--- config.mk ---
export PLATFORM = sky130hd
export DESIGN_NAME = dbg_bridge_flat
export DESIGN_NICKNAME = d
export VERILOG_FILES = /design/src/rtl/wi23_defs.sv /design/src/rtl/dbg_bridge_if.sv /design/src/rtl/dbg_tx_queue.sv /design/src/rtl/dbg_bridge.sv /design/src/flat_wrapper.sv
export SDC_FILE = /design/constraint.sdc
export NUM_CORES = 1
export LEC_CHECK = 0
export CAP_MARGIN = 30
export CORE_MARGIN = 8
export CORE_UTILIZATION = 49
export CTS_CLUSTER_DIAMETER = 200
export DETAILED_ROUTE_END_ITERATION = 10
export GPL_TIMING_DRIVEN = 0
export PLACE_DENSITY = 0.76
export SYNTH_ARGS = -nofsm -noshare
export SYNTH_HDL_FRONTEND = slang
export SYNTH_SLANG_ARGS = --single-unit
--- constraint.sdc ---
create_clock -name clk -period 2.3 [get_ports clk]
set_input_delay 0.46 -clock clk [delete_from_list [all_inputs] [get_ports clk]]
set_output_delay 0.46 -clock clk [all_outputs]
set_load 0.02 [all_outputs]
--- src/rtl/wi23_defs.sv ---
// Shared opcodes, response codes, FSM state encoding and response builders for dbg_bridge.
// Response builders append the XOR trailer when DBG_BRIDGE_CHECKSUM_EN is defined.
package wi23_defs;

  localparam logic [7:0] OP_WRITE = 8'h57;
  localparam logic [7:0] OP_READ  = 8'h52;
  localparam logic [7:0] OP_HOLD  = 8'h48;
  localparam logic [7:0] OP_GO    = 8'h47;
  localparam logic [7:0] ACK      = 8'h06;
  localparam logic [7:0] NAK      = 8'h15;

  typedef logic [3:0] state_t;
  localparam state_t ST_IDLE    = 4'd0;
  localparam state_t ST_ADDR_H  = 4'd1;
  localparam state_t ST_ADDR_L  = 4'd2;
  localparam state_t ST_DATA_H  = 4'd3;
  localparam state_t ST_DATA_L  = 4'd4;
  localparam state_t ST_CHK     = 4'd5;
  localparam state_t ST_BUS     = 4'd6;
  localparam state_t ST_RD_WAIT = 4'd7;
  localparam state_t ST_RESP    = 4'd8;

  typedef struct packed {
    logic [1:0] len;
    logic [7:0] b0;
    logic [7:0] b1;
    logic [7:0] b2;
  } resp_t;

  function automatic resp_t resp1(input logic [7:0] b);
    resp_t r;
    r.b0 = b;
    r.b2 = 8'h00;
`ifdef DBG_BRIDGE_CHECKSUM_EN
    r.len = 2'd2;
    r.b1  = b;
`else
    r.len = 2'd1;
    r.b1  = 8'h00;
`endif
    return r;
  endfunction

  function automatic resp_t resp2(input logic [7:0] hi, input logic [7:0] lo);
    resp_t r;
    r.b0 = hi;
    r.b1 = lo;
`ifdef DBG_BRIDGE_CHECKSUM_EN
    r.len = 2'd3;
    r.b2  = hi ^ lo;
`else
    r.len = 2'd2;
    r.b2  = 8'h00;
`endif
    return r;
  endfunction

endpackage

--- src/rtl/dbg_bridge_if.sv ---
// UART byte stream and bus-initiator signals of dbg_bridge.
// The slave modport is the bridge's view; master is the surrounding system.
interface dbg_bridge_if #(
  parameter int unsigned ADDR_WIDTH = 16,
  parameter int unsigned DATA_WIDTH = 16
);
  logic                  rx_valid_i;
  logic [7:0]            rx_data_i;
  logic                  rx_ready_o;
  logic                  tx_valid_o;
  logic [7:0]            tx_data_o;
  logic                  tx_ready_i;
  logic [ADDR_WIDTH-1:0] addr_o;
  logic [DATA_WIDTH-1:0] wdata_o;
  logic                  we_o;
  logic                  re_o;
  logic [DATA_WIDTH-1:0] rdata_i;
  logic                  cpu_hold_o;

  modport slave (
    input  rx_valid_i, rx_data_i, tx_ready_i, rdata_i,
    output rx_ready_o, tx_valid_o, tx_data_o, addr_o, wdata_o, we_o, re_o, cpu_hold_o
  );

  modport master (
    output rx_valid_i, rx_data_i, tx_ready_i, rdata_i,
    input  rx_ready_o, tx_valid_o, tx_data_o, addr_o, wdata_o, we_o, re_o, cpu_hold_o
  );
endinterface

--- src/rtl/dbg_tx_queue.sv ---
// Three-entry response byte buffer; presents bytes in order on a valid/ready handshake.
// done pulses on the transfer of the last loaded byte.
module dbg_tx_queue
  import wi23_defs::*;
(
  input  logic       clk,
  input  logic       rst_n,
  input  logic       load,
  input  resp_t      resp,
  input  logic       tx_ready,
  output logic       tx_valid,
  output logic [7:0] tx_data,
  output logic       done
);

  logic [2:0][7:0] byte_q;
  logic [1:0]      len_q;
  logic [1:0]      idx_q;
  logic            valid_q;
  logic            xfer;
  logic            last;

  assign xfer     = valid_q && tx_ready;
  assign last     = (idx_q == len_q - 2'd1);
  assign done     = xfer && last;
  assign tx_valid = valid_q;

  always_comb begin
    case (idx_q)
      2'd0:    tx_data = byte_q[0];
      2'd1:    tx_data = byte_q[1];
      default: tx_data = byte_q[2];
    endcase
  end

  always_ff @(posedge clk or negedge rst_n) begin
    if (!rst_n) begin
      byte_q  <= '0;
      len_q   <= 2'd0;
      idx_q   <= 2'd0;
      valid_q <= 1'b0;
    end else if (load) begin
      byte_q  <= {resp.b2, resp.b1, resp.b0};
      len_q   <= resp.len;
      idx_q   <= 2'd0;
      valid_q <= (resp.len != 2'd0);
    end else if (xfer) begin
      if (last) valid_q <= 1'b0;
      else      idx_q   <= idx_q + 2'd1;
    end
  end

endmodule

--- src/rtl/dbg_bridge.sv ---
// UART-framed debug bridge: decodes write/read/hold/go frames into bus strobes and responses.
// Optional DBG_BRIDGE_CHECKSUM_EN adds a trailing XOR byte to every frame and response.
module dbg_bridge
  import wi23_defs::*;
#(
  parameter int unsigned ADDR_WIDTH     = 16,
  parameter int unsigned DATA_WIDTH     = 16,
  parameter int unsigned TIMEOUT_CYCLES = 50000
) (
  input logic           clk,
  input logic           rst_n,
  dbg_bridge_if.slave   bus
);

  localparam int unsigned CntW = $clog2(TIMEOUT_CYCLES + 1);

  state_t                state_q, state_d;
  logic [7:0]            op_q, op_d;
  logic [15:0]           addr_sh_q, addr_sh_d;
  logic [15:0]           data_sh_q, data_sh_d;
  logic [ADDR_WIDTH-1:0] addr_q, addr_d;
  logic [DATA_WIDTH-1:0] wdata_q, wdata_d;
  logic                  hold_q, hold_d;
  logic [CntW-1:0]       cnt_q, cnt_d;
`ifdef DBG_BRIDGE_CHECKSUM_EN
  logic [7:0]            xor_q, xor_d;
`endif

  logic       rx_open, rx_acc, go_bus, last_field, q_load, q_done;
  logic [7:0] rx_byte;
  resp_t      q_resp;

  always_comb begin
    case (state_q)
      ST_IDLE, ST_ADDR_H, ST_ADDR_L, ST_DATA_H, ST_DATA_L: rx_open = 1'b1;
`ifdef DBG_BRIDGE_CHECKSUM_EN
      ST_CHK:  rx_open = 1'b1;
`endif
      default: rx_open = 1'b0;
    endcase
  end

  // Gated by rst_n so the bridge refuses bytes while held in reset.
  assign bus.rx_ready_o = rst_n && rx_open;
  assign rx_acc         = bus.rx_valid_i && bus.rx_ready_o;
  assign rx_byte        = bus.rx_data_i;

  always_comb begin
    state_d    = state_q;
    op_d       = op_q;
    addr_sh_d  = addr_sh_q;
    data_sh_d  = data_sh_q;
    addr_d     = addr_q;
    wdata_d    = wdata_q;
    hold_d     = hold_q;
    cnt_d      = cnt_q;
    q_load     = 1'b0;
    q_resp     = '0;
    go_bus     = 1'b0;
    last_field = 1'b0;
`ifdef DBG_BRIDGE_CHECKSUM_EN
    xor_d      = xor_q;
`endif
    case (state_q)
      ST_IDLE: begin
        cnt_d = '0;
        if (rx_acc) begin
          op_d = rx_byte;
`ifdef DBG_BRIDGE_CHECKSUM_EN
          xor_d = rx_byte;
`endif
          case (rx_byte)
            OP_WRITE, OP_READ: state_d = ST_ADDR_H;
            OP_HOLD, OP_GO:    last_field = 1'b1;
            default: begin
              q_load  = 1'b1;
              q_resp  = resp1(NAK);
              state_d = ST_RESP;
            end
          endcase
        end
      end
      ST_ADDR_H, ST_ADDR_L, ST_DATA_H, ST_DATA_L, ST_CHK: begin
        if (rx_acc) begin
          cnt_d = '0;
`ifdef DBG_BRIDGE_CHECKSUM_EN
          xor_d = xor_q ^ rx_byte;
`endif
          case (state_q)
            ST_ADDR_H: begin
              addr_sh_d = {addr_sh_q[7:0], rx_byte};
              state_d   = ST_ADDR_L;
            end
            ST_ADDR_L: begin
              addr_sh_d = {addr_sh_q[7:0], rx_byte};
              if (op_q == OP_WRITE) state_d    = ST_DATA_H;
              else                  last_field = 1'b1;
            end
            ST_DATA_H: begin
              data_sh_d = {data_sh_q[7:0], rx_byte};
              state_d   = ST_DATA_L;
            end
            ST_DATA_L: begin
              data_sh_d  = {data_sh_q[7:0], rx_byte};
              last_field = 1'b1;
            end
            default: begin
`ifdef DBG_BRIDGE_CHECKSUM_EN
              if (rx_byte == xor_q) begin
                go_bus = 1'b1;
              end else begin
                q_load  = 1'b1;
                q_resp  = resp1(NAK);
                state_d = ST_RESP;
              end
`else
              state_d = ST_IDLE;
`endif
            end
          endcase
        end else if (cnt_q == CntW'(TIMEOUT_CYCLES - 1)) begin
          // Abandon a stalled frame silently.
          state_d = ST_IDLE;
          cnt_d   = '0;
        end else begin
          cnt_d = cnt_q + CntW'(1);
        end
      end
      ST_BUS: begin
        state_d = ST_RESP;
        q_load  = 1'b1;
        q_resp  = resp1(ACK);
        case (op_q)
          OP_READ: begin
            state_d = ST_RD_WAIT;
            q_load  = 1'b0;
          end
          OP_HOLD: hold_d = 1'b1;
          OP_GO:   hold_d = 1'b0;
          default: ;
        endcase
      end
      ST_RD_WAIT: begin
        q_load  = 1'b1;
        q_resp  = resp2(bus.rdata_i[15:8], bus.rdata_i[7:0]);
        state_d = ST_RESP;
      end
      ST_RESP: if (q_done) state_d = ST_IDLE;
      default: state_d = ST_IDLE;
    endcase

    if (last_field) begin
`ifdef DBG_BRIDGE_CHECKSUM_EN
      state_d = ST_CHK;
`else
      go_bus = 1'b1;
`endif
    end

    if (go_bus) begin
      state_d = ST_BUS;
      if (op_d == OP_WRITE || op_d == OP_READ) addr_d = ADDR_WIDTH'(addr_sh_d);
      if (op_d == OP_WRITE) wdata_d = DATA_WIDTH'(data_sh_d);
    end
  end

  always_ff @(posedge clk or negedge rst_n) begin
    if (!rst_n) begin
      state_q   <= ST_IDLE;
      op_q      <= 8'h00;
      addr_sh_q <= 16'h0000;
      data_sh_q <= 16'h0000;
      addr_q    <= '0;
      wdata_q   <= '0;
      hold_q    <= 1'b0;
      cnt_q     <= '0;
`ifdef DBG_BRIDGE_CHECKSUM_EN
      xor_q     <= 8'h00;
`endif
    end else begin
      state_q   <= state_d;
      op_q      <= op_d;
      addr_sh_q <= addr_sh_d;
      data_sh_q <= data_sh_d;
      addr_q    <= addr_d;
      wdata_q   <= wdata_d;
      hold_q    <= hold_d;
      cnt_q     <= cnt_d;
`ifdef DBG_BRIDGE_CHECKSUM_EN
      xor_q     <= xor_d;
`endif
    end
  end

  assign bus.we_o       = (state_q == ST_BUS) && (op_q == OP_WRITE);
  assign bus.re_o       = (state_q == ST_BUS) && (op_q == OP_READ);
  assign bus.addr_o     = addr_q;
  assign bus.wdata_o    = wdata_q;
  assign bus.cpu_hold_o = hold_q;

  dbg_tx_queue u_tx_queue (
    .clk      (clk),
    .rst_n    (rst_n),
    .load     (q_load),
    .resp     (q_resp),
    .tx_ready (bus.tx_ready_i),
    .tx_valid (bus.tx_valid_o),
    .tx_data  (bus.tx_data_o),
    .done     (q_done)
  );

endmodule

--- src/flat_wrapper.sv ---
// flat-port wrapper written by rule: the top's interface ports become plain ports
module dbg_bridge_flat import wi23_defs::*;
#(
  parameter int unsigned ADDR_WIDTH     = 16,
  parameter int unsigned DATA_WIDTH     = 16,
  parameter int unsigned TIMEOUT_CYCLES = 50000
)
  (clk, rst_n, bus_rx_valid_i, bus_rx_data_i, bus_tx_ready_i, bus_rdata_i, bus_rx_ready_o, bus_tx_valid_o, bus_tx_data_o, bus_addr_o, bus_wdata_o, bus_we_o, bus_re_o, bus_cpu_hold_o);
  dbg_bridge_if #(.ADDR_WIDTH(ADDR_WIDTH), .DATA_WIDTH(DATA_WIDTH)) bus_i ();
  input logic clk;
  input logic rst_n;
  input wire logic [$bits(bus_i.rx_valid_i)-1:0] bus_rx_valid_i;
  input wire logic [$bits(bus_i.rx_data_i)-1:0] bus_rx_data_i;
  input wire logic [$bits(bus_i.tx_ready_i)-1:0] bus_tx_ready_i;
  input wire logic [$bits(bus_i.rdata_i)-1:0] bus_rdata_i;
  output wire logic [$bits(bus_i.rx_ready_o)-1:0] bus_rx_ready_o;
  output wire logic [$bits(bus_i.tx_valid_o)-1:0] bus_tx_valid_o;
  output wire logic [$bits(bus_i.tx_data_o)-1:0] bus_tx_data_o;
  output wire logic [$bits(bus_i.addr_o)-1:0] bus_addr_o;
  output wire logic [$bits(bus_i.wdata_o)-1:0] bus_wdata_o;
  output wire logic [$bits(bus_i.we_o)-1:0] bus_we_o;
  output wire logic [$bits(bus_i.re_o)-1:0] bus_re_o;
  output wire logic [$bits(bus_i.cpu_hold_o)-1:0] bus_cpu_hold_o;
  assign bus_i.rx_valid_i = bus_rx_valid_i;
  assign bus_i.rx_data_i = bus_rx_data_i;
  assign bus_i.tx_ready_i = bus_tx_ready_i;
  assign bus_i.rdata_i = bus_rdata_i;
  assign bus_rx_ready_o = bus_i.rx_ready_o;
  assign bus_tx_valid_o = bus_i.tx_valid_o;
  assign bus_tx_data_o = bus_i.tx_data_o;
  assign bus_addr_o = bus_i.addr_o;
  assign bus_wdata_o = bus_i.wdata_o;
  assign bus_we_o = bus_i.we_o;
  assign bus_re_o = bus_i.re_o;
  assign bus_cpu_hold_o = bus_i.cpu_hold_o;
  dbg_bridge #(.ADDR_WIDTH(ADDR_WIDTH), .DATA_WIDTH(DATA_WIDTH), .TIMEOUT_CYCLES(TIMEOUT_CYCLES)) u_core (.clk(clk), .rst_n(rst_n), .bus(bus_i));
endmodule
Word-level counts from Yosys, hierarchy flattened
Cells that the tools add are included.
Widths: inputs -> output; s select.
{ "totals": {"register_bits": 122, "input_bits": 28, "output_inout_bits": 45, "wordCells": 116} }
{ "op_classes": {"n_addsub": 3, "eq_ne": 28, "n_mux": 44, "n_reduce_logical": 27} }
{ "ops": {"columns": ["op", "n"], "rows": [
  ["$mux 16", 8],
  ["$eq 8x7->1 const B", 10],
  ["$pmux 26 s3", 1],
  ["$pmux 16 s2", 1],
  ["$mux 4", 7],
  ["$mux 26", 1],
  ["$mux 25", 1],
  ["$pmux 4 s5", 1],
  ["$add 16x1->16 const B", 1],
  ["$eq 16x16->1 const B", 1],
  ["$eq 4x3->1 const B", 4],
  ["$mux 8", 2],
  ["$pmux 4 s4", 1],
  ["$pmux 8 s2", 1],
  ["$mux 1", 12],
  ["$reduce_and 2->1", 5],
  ["$reduce_bool 2->1", 5],
  ["$reduce_or 5->1", 2],
  ["$eq 4x2->1 const B", 2],
  ["$pmux 4 s2", 1],
  ["$reduce_or 2->1", 4],
  ["$logic_and 1x1->1", 6],
  ["$mux 2", 3],
  ["$ne 3x1->1 const B", 2],
  ["18 further kinds", 20]
]} }

Logic depth before layout (Yosys ltp)
Gate-level depths: netlist of the first run.
{ "logic_depth": {"word_depth": 10, "mapped_depth": 9} }

By module
A second synthesis of the first run with hierarchy kept.
{ "hier_totals": {"cells_unflattened": 446, "area_unflattened_um2": 5520.3} }
{ "by_module_without_submodules": {"columns": ["module", "instances", "cells_each", "area_per_inst_um2", "seq_area_each_um2"], "rows": [
  ["dbg_bridge", 1, 341, 4220.3, 2327.2],
  ["dbg_tx_queue", 1, 105, 1300.0, 725.7]
]} }

Worst setup path before layout of the first run
OpenSTA, ideal clock, no wires.
{ "synth_timing": {"path_kind": "input to register", "from": "in bus_rx_data_i[0]", "to": "reg u_core.wdata_q[10], in the netlist u_core.bus.wdata_o[10]", "setup_ps": 125, "arrival_time_ps": 2465, "required_time_ps": 2175, "setup_slack_ps": -290, "cell_stages": 7, "cell_sequence": "clkbuf_1 > or4b_1 > a211oi_1 > o221ai_1 > a21oi_2 > buf_4 > mux2_2"} }
{ "synth_between": {"elab_chain_len": 7} }
{ "synth_lines": {"columns": ["item", "line", "text"], "rows": [
  ["start: declaration", "flat_wrapper.sv:13", "input wire logic [$bits(bus_i.rx_data_i)-1:0] bus_rx_data_i;"],
  ["$eq 8x7->1", "dbg_bridge.sv:72", "case (rx_byte)"],
  ["$reduce_or 2->1", null, null],
  ["$mux 1", "dbg_bridge.sv:72", null],
  ["$mux 1", "dbg_bridge.sv:67", "if (rx_acc) begin"],
  ["$pmux 1 s2", "dbg_bridge.sv:64", "case (state_q)"],
  ["$mux 1", "dbg_bridge.sv:152", "if (last_field) begin"],
  ["$reduce_and 2->1 (no line) *", null, null],
  ["end signal: assignment", "dbg_bridge.sv:186", "wdata_q <= wdata_d;"],
  ["end: declaration", "dbg_bridge.sv:22", "logic [DATA_WIDTH-1:0] wdata_q, wdata_d;"]
]} }
Mark *: on every way between the ends. The rest lies on a longest branch, timed or not.
A chain may end at the register's enable or synchronous reset.

Final worst setup path of the first run
{ "layout_timing": {"from": "reg u_core.op_q[3]", "to": "out bus_re_o"} }
{ "layout_between": {"elab_chain_len": 2} }
{ "layout_lines": {"columns": ["item", "line", "text"], "rows": [
  ["start: declaration", "dbg_bridge.sv:18", "logic [7:0] op_q, op_d;"],
  ["start signal: assignment", "dbg_bridge.sv:182", "op_q <= op_d;"],
  ["$eq 8x7->1", "dbg_bridge.sv:196", "assign bus.re_o = (state_q == ST_BUS) && (op_q == OP_READ);"],
  ["$logic_and 1x1->1", "dbg_bridge.sv:196", null],
  ["end: declaration", "flat_wrapper.sv:22", "output wire logic [$bits(bus_i.re_o)-1:0] bus_re_o;"]
]} }
No other way between the ends.

==> results of run 1 <==
==> placed cells by master (no fill, tap or decap), types with 4 or more instances in the layout <==
cell type        count
inv_1                5
nand2b_1             5
or2_4                4
clkinv_2             4
nand4_1              4
nand3_1             11
a22o_1              22
clkdlybuf4s15_1      4
nand2_1             42
a21o_1               4
xnor2_1              8
clkinvlp_4           4
buf_6               17
nor3_1               7
dlygate4sd2_1        5
a21oi_1              6
mux2_4              33
buf_4               27
clkbuf_16           17
nand3b_1             5
dfrtp_2              5
dfrtp_1            109
o21ai_0              9
clkbuf_2             4
clkdlybuf4s50_1     55
and3_1               5
nor2_1              20
nor2_4               4
xor2_1               5
mux2_2              32
==> per-layer routing <==
layer | track usage | routed length, µm | up-vias
li1 | - | - | 1788
met3 | 0.0671 | 750 | 22
met5 | 0 | 0 | -
met4 | 0.0496 | 180 | 0
met1 | 0.224 | 5670 | 1960
met2 | 0.314 | 6520 | 120
==> area by class of cell <==
cell class / instances / area, µm²
clock buffer: 19 / 432
multi-input combinational: 286 / 2470
inverter: 6 / 25.0
clock inverter: 13 / 136
sequential: 114 / 2860
tap: 136 / 170
buffer: 13 / 119
timing repair buffer: 113 / 1140
fill: 668 / 2870
==> registers in the layout, summed over array words and instances, names as in the netlist, 4 cells and up <==
| name | count |
|---|---|
| u_core.op_q | 8 |
| u_core.bus.wdata_o | 16 |
| u_core.addr_sh_q | 16 |
| u_core.u_tx_queue.byte_q | 16 |
| u_core.cnt_q | 16 |
| u_core.state_q | 4 |
| u_core.bus.addr_o | 16 |
| u_core.data_sh_q | 16 |
==> synthesized netlist by cell type, types with 4 or more instances <==
library cell  number
clkbuf_1          12
and3_1             5
nor3_1             7
or3_1              4
nand2b_1           5
a22o_1            22
xor2_1             5
a21oi_1            7
inv_1              6
nor2_1            24
mux2_2            64
dfrtp_1          114
nand3b_1           5
nand3_1           13
nand4_1            4
buf_6              4
nand2_1           43
a21o_1             4
xnor2_1            8
o21ai_0            9
==> critical path, stage by stage, from the launching register on <==
cell and delay (ns):
dfrtp_1 0.39, and3b_2 0.27, nand2_1 0.08, or4_4 0.53
inv_4 0.09, buf_6 0.11
==> per-stage QoR <==
step	setup TNS, ns	power (W)	std cells	cell area, µm²	worst slack [ns]
after global routing	-3.73	0.00585	700	7360	-0.199
after floorplan	-0.954	0.00257	424	5160	-0.0413
after CTS	-1.85	0.00548	688	7080	-0.214
final	-1.86	0.00562	700	7360	-0.144
after global placement	-925.32	0.00278	630	6030	-4.99
after detailed placement	-51.96	0.00280	631	6050	-0.860
==> logic make-up after synthesis <==
| logic type | count (synthesis) |
|---|---|
| flip-flops | 114 |
| adder cells (fa/ha/maj) | 3 |
| buffers and inverters | 25 |
| multiplexers | 67 |
| AO/OA/AOI/OAI | 66 |
| AND/OR/NAND/NOR | 136 |
| XOR/XNOR | 13 |
==> how the worst min path moves through the flow <==
stage	slack (ns)	cells after the start	endpoint
2_1_floorplan	0.16	0	u_core.addr_sh_q[0]
6_report	0.22	3	u_core.op_q[0]
3_5_place_dp	0.45	2	u_core.op_q[6]
4_1_cts	0.20	3	u_core.op_q[0]
3_3_place_gp	0.45	2	u_core.op_q[6]
5_1_grt	0.22	3	u_core.op_q[0]
==> report_power, final <==
part	internal [W]	total (W)	switching, W
sequential	0.00211	0.00219	0.0000828
clock	0.00156	0.00248	0.000921
combinational	0.000465	0.000944	0.000479
total	0.00414	0.00562	0.00148
==> repair_timing <==
item	4_1_cts	5_1_grt
endpoints found under the setup margin	98	80
endpoints found under the hold margin	46	0
gates resized for setup	95	56
hold buffers	2	0
pin swaps	20	12
buffers inserted	24	14
gates cloned	3	1
==> flow_summary.toml, run 1 <==
[outcome]
status = "complete, but fails checks"
violations = "negative setup slack"

[clock_network]
cts.clk_slew.worst_paths_ns = 0.06
cts_tree = "yes"
cts_root_buf = "clkbuf_8"
cts_buffer_depth = 2
clock-sinks = 114
numCtsBuffers = 17
h-tree-depth = 4
clk_latency_ns = 0.51

[sta]
hold_slack_ns = 0.223
max_freq_mhz = 409
skew_ns = 0.00891
finalCritPeriodShare = 1.06
report.final.slew_viol_count = 0
hold_viol = 0
period_minus_slack_ns = 2.44
rsz0062_at_grt = "yes"
setup_viol = 27
slew_headroom = 0.695
fin_ws_ns = -0.144
max_slew.worst_pin.slew_ns = 0.446

[global_routing]
gr-total-overflow = 0
antenna_found_initial = 0
groute.usage.overall = 0.187
grt_pass1_wl_um = 21300
first_global_vias = 4091
grt_max_degree = 69

[hold_path]
min_from = "bus_rx_data_i[0]"
hp-class = "in2reg"

[route]
dr_total_vias = 3890
ant_nets = 0
drt_iter0_drc = 263
wl_um = 13100
routedWlPerCell_um = 18.8
dr.pass1.iters = 5
post-route-drc-count = 0
viasPerCell = 5.56

[logic_synthesis]
synthArstFlopShare = 1.00
synth_xor_area_frac = 0.0223
synth_ff_type = "dfrtp_1"
synth_compound_area_frac = 0.0972
synth_top_family_by_area = "multiplexers"
synth_area_leaders = "dfrtp_1 56%, mux2_2 14%, a22o_1 3.8%, nand2_1 3.2%, nor2_1 1.8%"
synth_top_area_frac = 0.560
synth_warnings = 0
synth_fa_ha_area_frac = 0.00736
syn-num-nets = 455
synth_cell_type_count = 59
synth_area_per_cell_um2 = 12.0
synth-seq-area-share = 0.560
synth_edf_count = 0
synth_area_leader_cell = "dfrtp_1"
synthSimpleGateAreaFrac = 0.140
syn_inst = 424
synth_seq_cells = 114
netlist_area_um2 = 5100
muxShareOfSynthArea = 0.147

[worst_setup_path]
r2r_slack_ns = -0.12
setup.worst_path.start = "u_core.op_q[3]"
r2r_start = "u_core.state_q[1]"
end_kind = "output port"
critPathLaunchType = "flip-flop"
critPathKind = "reg2out"
reg2reg_to = "u_core.bus.wdata_o[6]"
crit_arrival_ns = 1.98
cp.required_ns = 1.84
endpoint = "bus_re_o"
rr_worst_depth = 8
critPathMaxFanout = 3

[floorplanning]
start_util = 0.498
dieArea_um2 = 13900
core_area_um2 = 10200
die_h_um = 118
die_w_um = 118
pin_count = 73
num_rows = 37

[placed_design]
dp_hpwl_um = 7710
gp_congestion = 0.864
portBuffers = 70

[layout]
fin_util = 0.719
nets = 582
drive_above_1_share = 0.355
diodes = 0
area_delta_synth_final_pct = 44.3

[power]
vdd_ir_drop_max_v = 0.000689
leakagePower_nw = 3.42
power_density_nw_per_um2 = 764

[flow_run]
drv_cap = 0
Note: power is estimated with default switching activity, not from simulation.
==> inputs of run 2 (changes only) <==
--- a/config.mk
+++ b/config.mk
@@ -6,12 +6,12 @@
 export NUM_CORES = 1
 export LEC_CHECK = 0
 export CAP_MARGIN = 30
-export CORE_MARGIN = 8
+export CORE_ASPECT_RATIO = 0.75
 export CORE_UTILIZATION = 49
 export CTS_CLUSTER_DIAMETER = 200
 export DETAILED_ROUTE_END_ITERATION = 10
 export GPL_TIMING_DRIVEN = 0
-export PLACE_DENSITY = 0.76
+export PLACE_DENSITY = 0.73
 export SYNTH_ARGS = -nofsm -noshare
 export SYNTH_HDL_FRONTEND = slang
 export SYNTH_SLANG_ARGS = --single-unit
==> constraint.sdc (replaced) <==
create_clock -name clk -period 2.7 [get_ports clk]
set_input_delay 0.54 -clock clk [delete_from_list [all_inputs] [get_ports clk]]
set_output_delay 0.54 -clock clk [all_outputs]
set_load 0.02 [all_outputs]
==> run 2 against run 1 <==
Net effect:
- critical path depth up 4
- register-to-register slack better by 0.21 ns
- clock power down 17%
- non-clock buffer count down 35
- the run now ends clean
- routed wire length down 17%
- worst setup slack better by 0.24 ns
- largest cell class unchanged
- worst hold slack worse by 0.13 ns
==> flow_summary.toml, run 2 (same netlist as run 1, synthesis figures left out) <==
[flow_run]
drv_cap = 0

[route]
wl_met2_um = 5000
top_layer = "met4"
post-route-drc-count = 0
ant_nets = 0
met1_length_um = 5310
route.met3.wl_um = 552
viasPerCell = 5.51
drt_iter0_drc = 221
dr.pass1.iters = 4
dr_total_vias = 3637
routedWlPerCell_um = 16.6
wl_um = 11000

[global_routing]
gr-total-overflow = 0
groute.usage.overall = 0.216
grt_max_degree = 62
first_global_vias = 3619
grt_pass1_wl_um = 17900
antenna_found_initial = 0

[clock_network]
cts_buffer_depth = 2
cts.clk_slew.worst_paths_ns = 0.05
cts_hold_buf = 0
h-tree-depth = 4
clk_latency_ns = 0.41
numCtsBuffers = 17
clock-sinks = 114
cts_tree = "yes"
cts_root_buf = "clkbuf_16"

[sta]
finalCritPeriodShare = 0.965
setup_viol = 0
skew_ns = 0.00964
fin_ws_ns = 0.0945
slew_headroom = 0.518
rsz0062_at_grt = "no"
max_freq_mhz = 384
hold_viol = 0
period_minus_slack_ns = 2.61
hold_slack_ns = 0.0958
report.final.slew_viol_count = 0
max_slew.worst_pin.slew_ns = 0.717

[floorplanning]
dieArea_um2 = 10800
start_util = 0.515
die_h_um = 90.3
core_area_um2 = 9890
pin_count = 73
num_rows = 31
die_w_um = 120

[layout]
diodes = 0
area_delta_synth_final_pct = 30.5
fill_cells = 749
nets = 546
final_cell_mix = "114 x dfrtp_1, 64 x mux2_2, 64 x clkdlybuf4s50_1, 43 x nand2_1"
drive_above_1_share = 0.254
final_common_cell = "dfrtp_1"
final_area_um2 = 6650

[worst_setup_path]
end_kind = "flip-flop"
crit_arrival_ns = 2.89
critPathLaunchType = "flip-flop"
crit_chain = "buf_6 -> or4_4 -> or2_0 -> buf_6 -> or3_4 -> and2_4 -> buf_6 -> buf_6 -> a22o_1"
critPathKind = "reg2reg"
critPathMaxStageDelay_ns = 0.53
slowest_stage = "or4_4"
critPathMaxFanout = 10
cpMostUsedCell = "buf_6"
cp.required_ns = 2.98

[power]
vdd_ir_drop_max_v = 0.000498
sw_frac_of_total = 0.255
pwr-share-seq = 0.422
pwr-share-clk = 0.463
pwr-share-comb = 0.115
power_density_nw_per_um2 = 669
leakagePower_nw = 3.11
power.switching_w = 0.00114
p_int_w = 0.00331

[placed_design]
dpl_worst_slack_ns = -0.810
gp_congestion = 0.842
dpl_cell_area_um2 = 5990
portBuffers = 70
dp_hpwl_um = 7260

[outcome]
status = "completed"

[hold_path]
hp-class = "in2async"
[run 2: what timing repair did]
action,4_1_cts,5_1_grt
endpoints found under the setup margin,61,55
buffers inserted,2,1
gates resized for setup,16,17
[run 2: path summary, 6_finish.rpt]
path | from | endpoint | slack, ns | depth (start not counted)
worst max-delay path | u_core.state_q[0] | u_core.u_tx_queue.byte_q[13] | 0.09 | 9
worst min-delay path | rst_n | u_core.bus.addr_o[10] | 0.1 | 1
worst max register to register | u_core.state_q[0] | u_core.u_tx_queue.byte_q[13] | 0.09 | 9
worst min register to register | u_core.addr_sh_q[13] | u_core.addr_sh_q[13] | 0.49 | 1
max in group asynchronous | rst_n | u_core.data_sh_q[0] | 1.94 | 2
min in group clk | u_core.addr_sh_q[13] | u_core.addr_sh_q[13] | 0.49 | 1
[run 2: metrics by stage]
step,setup TNS [ns],power (W),std cells,utilization
floorplan,0,0.00218,424,-
global placement,-885.73,0.00236,626,0.603
detailed placement,-32.91,0.00238,627,0.606
CTS,0,0.00446,659,0.666
global route,0,0.00464,660,0.672
finish,0,0.00445,660,0.672
[run 2: final cells by class]
class                   instances  area [µm²]  area share
multi-input cells             285        2210       0.332
repair buffers                 74         746       0.112
inverters                       6        22.5     0.00339
clock inverters                 9        82.6      0.0124
flip-flops and latches        114        2850       0.429
plain buffers                  17         106      0.0160
clock buffers                  23         468      0.0704
well taps                     132         165      0.0248
[run 2: critical path, delay by kind of cell, from the launching register on]
kind | cells | cell delay, ns
flops | 1 | 0.37
buf+inv | 4 | 0.55
compound gates | 1 | 0.24
simple gates | 4 | 1.34
[run 2: routing by layer]
layer,up-vias,GRT usage
li1,1713,-
met1,1830,0.292
met2,84,0.327
met3,10,0.0663
met4,0,0.0844
met5,-,0
[run 2: power by group through the flow]
stage               logic (W)  registers [W]  clock network, W
floorplan            0.000303        0.00188                 0
global placement     0.000469        0.00189                 0
detailed placement   0.000487        0.00189                 0
CTS                  0.000499        0.00187           0.00210
global route         0.000573        0.00189           0.00218
finish               0.000511        0.00188           0.00206
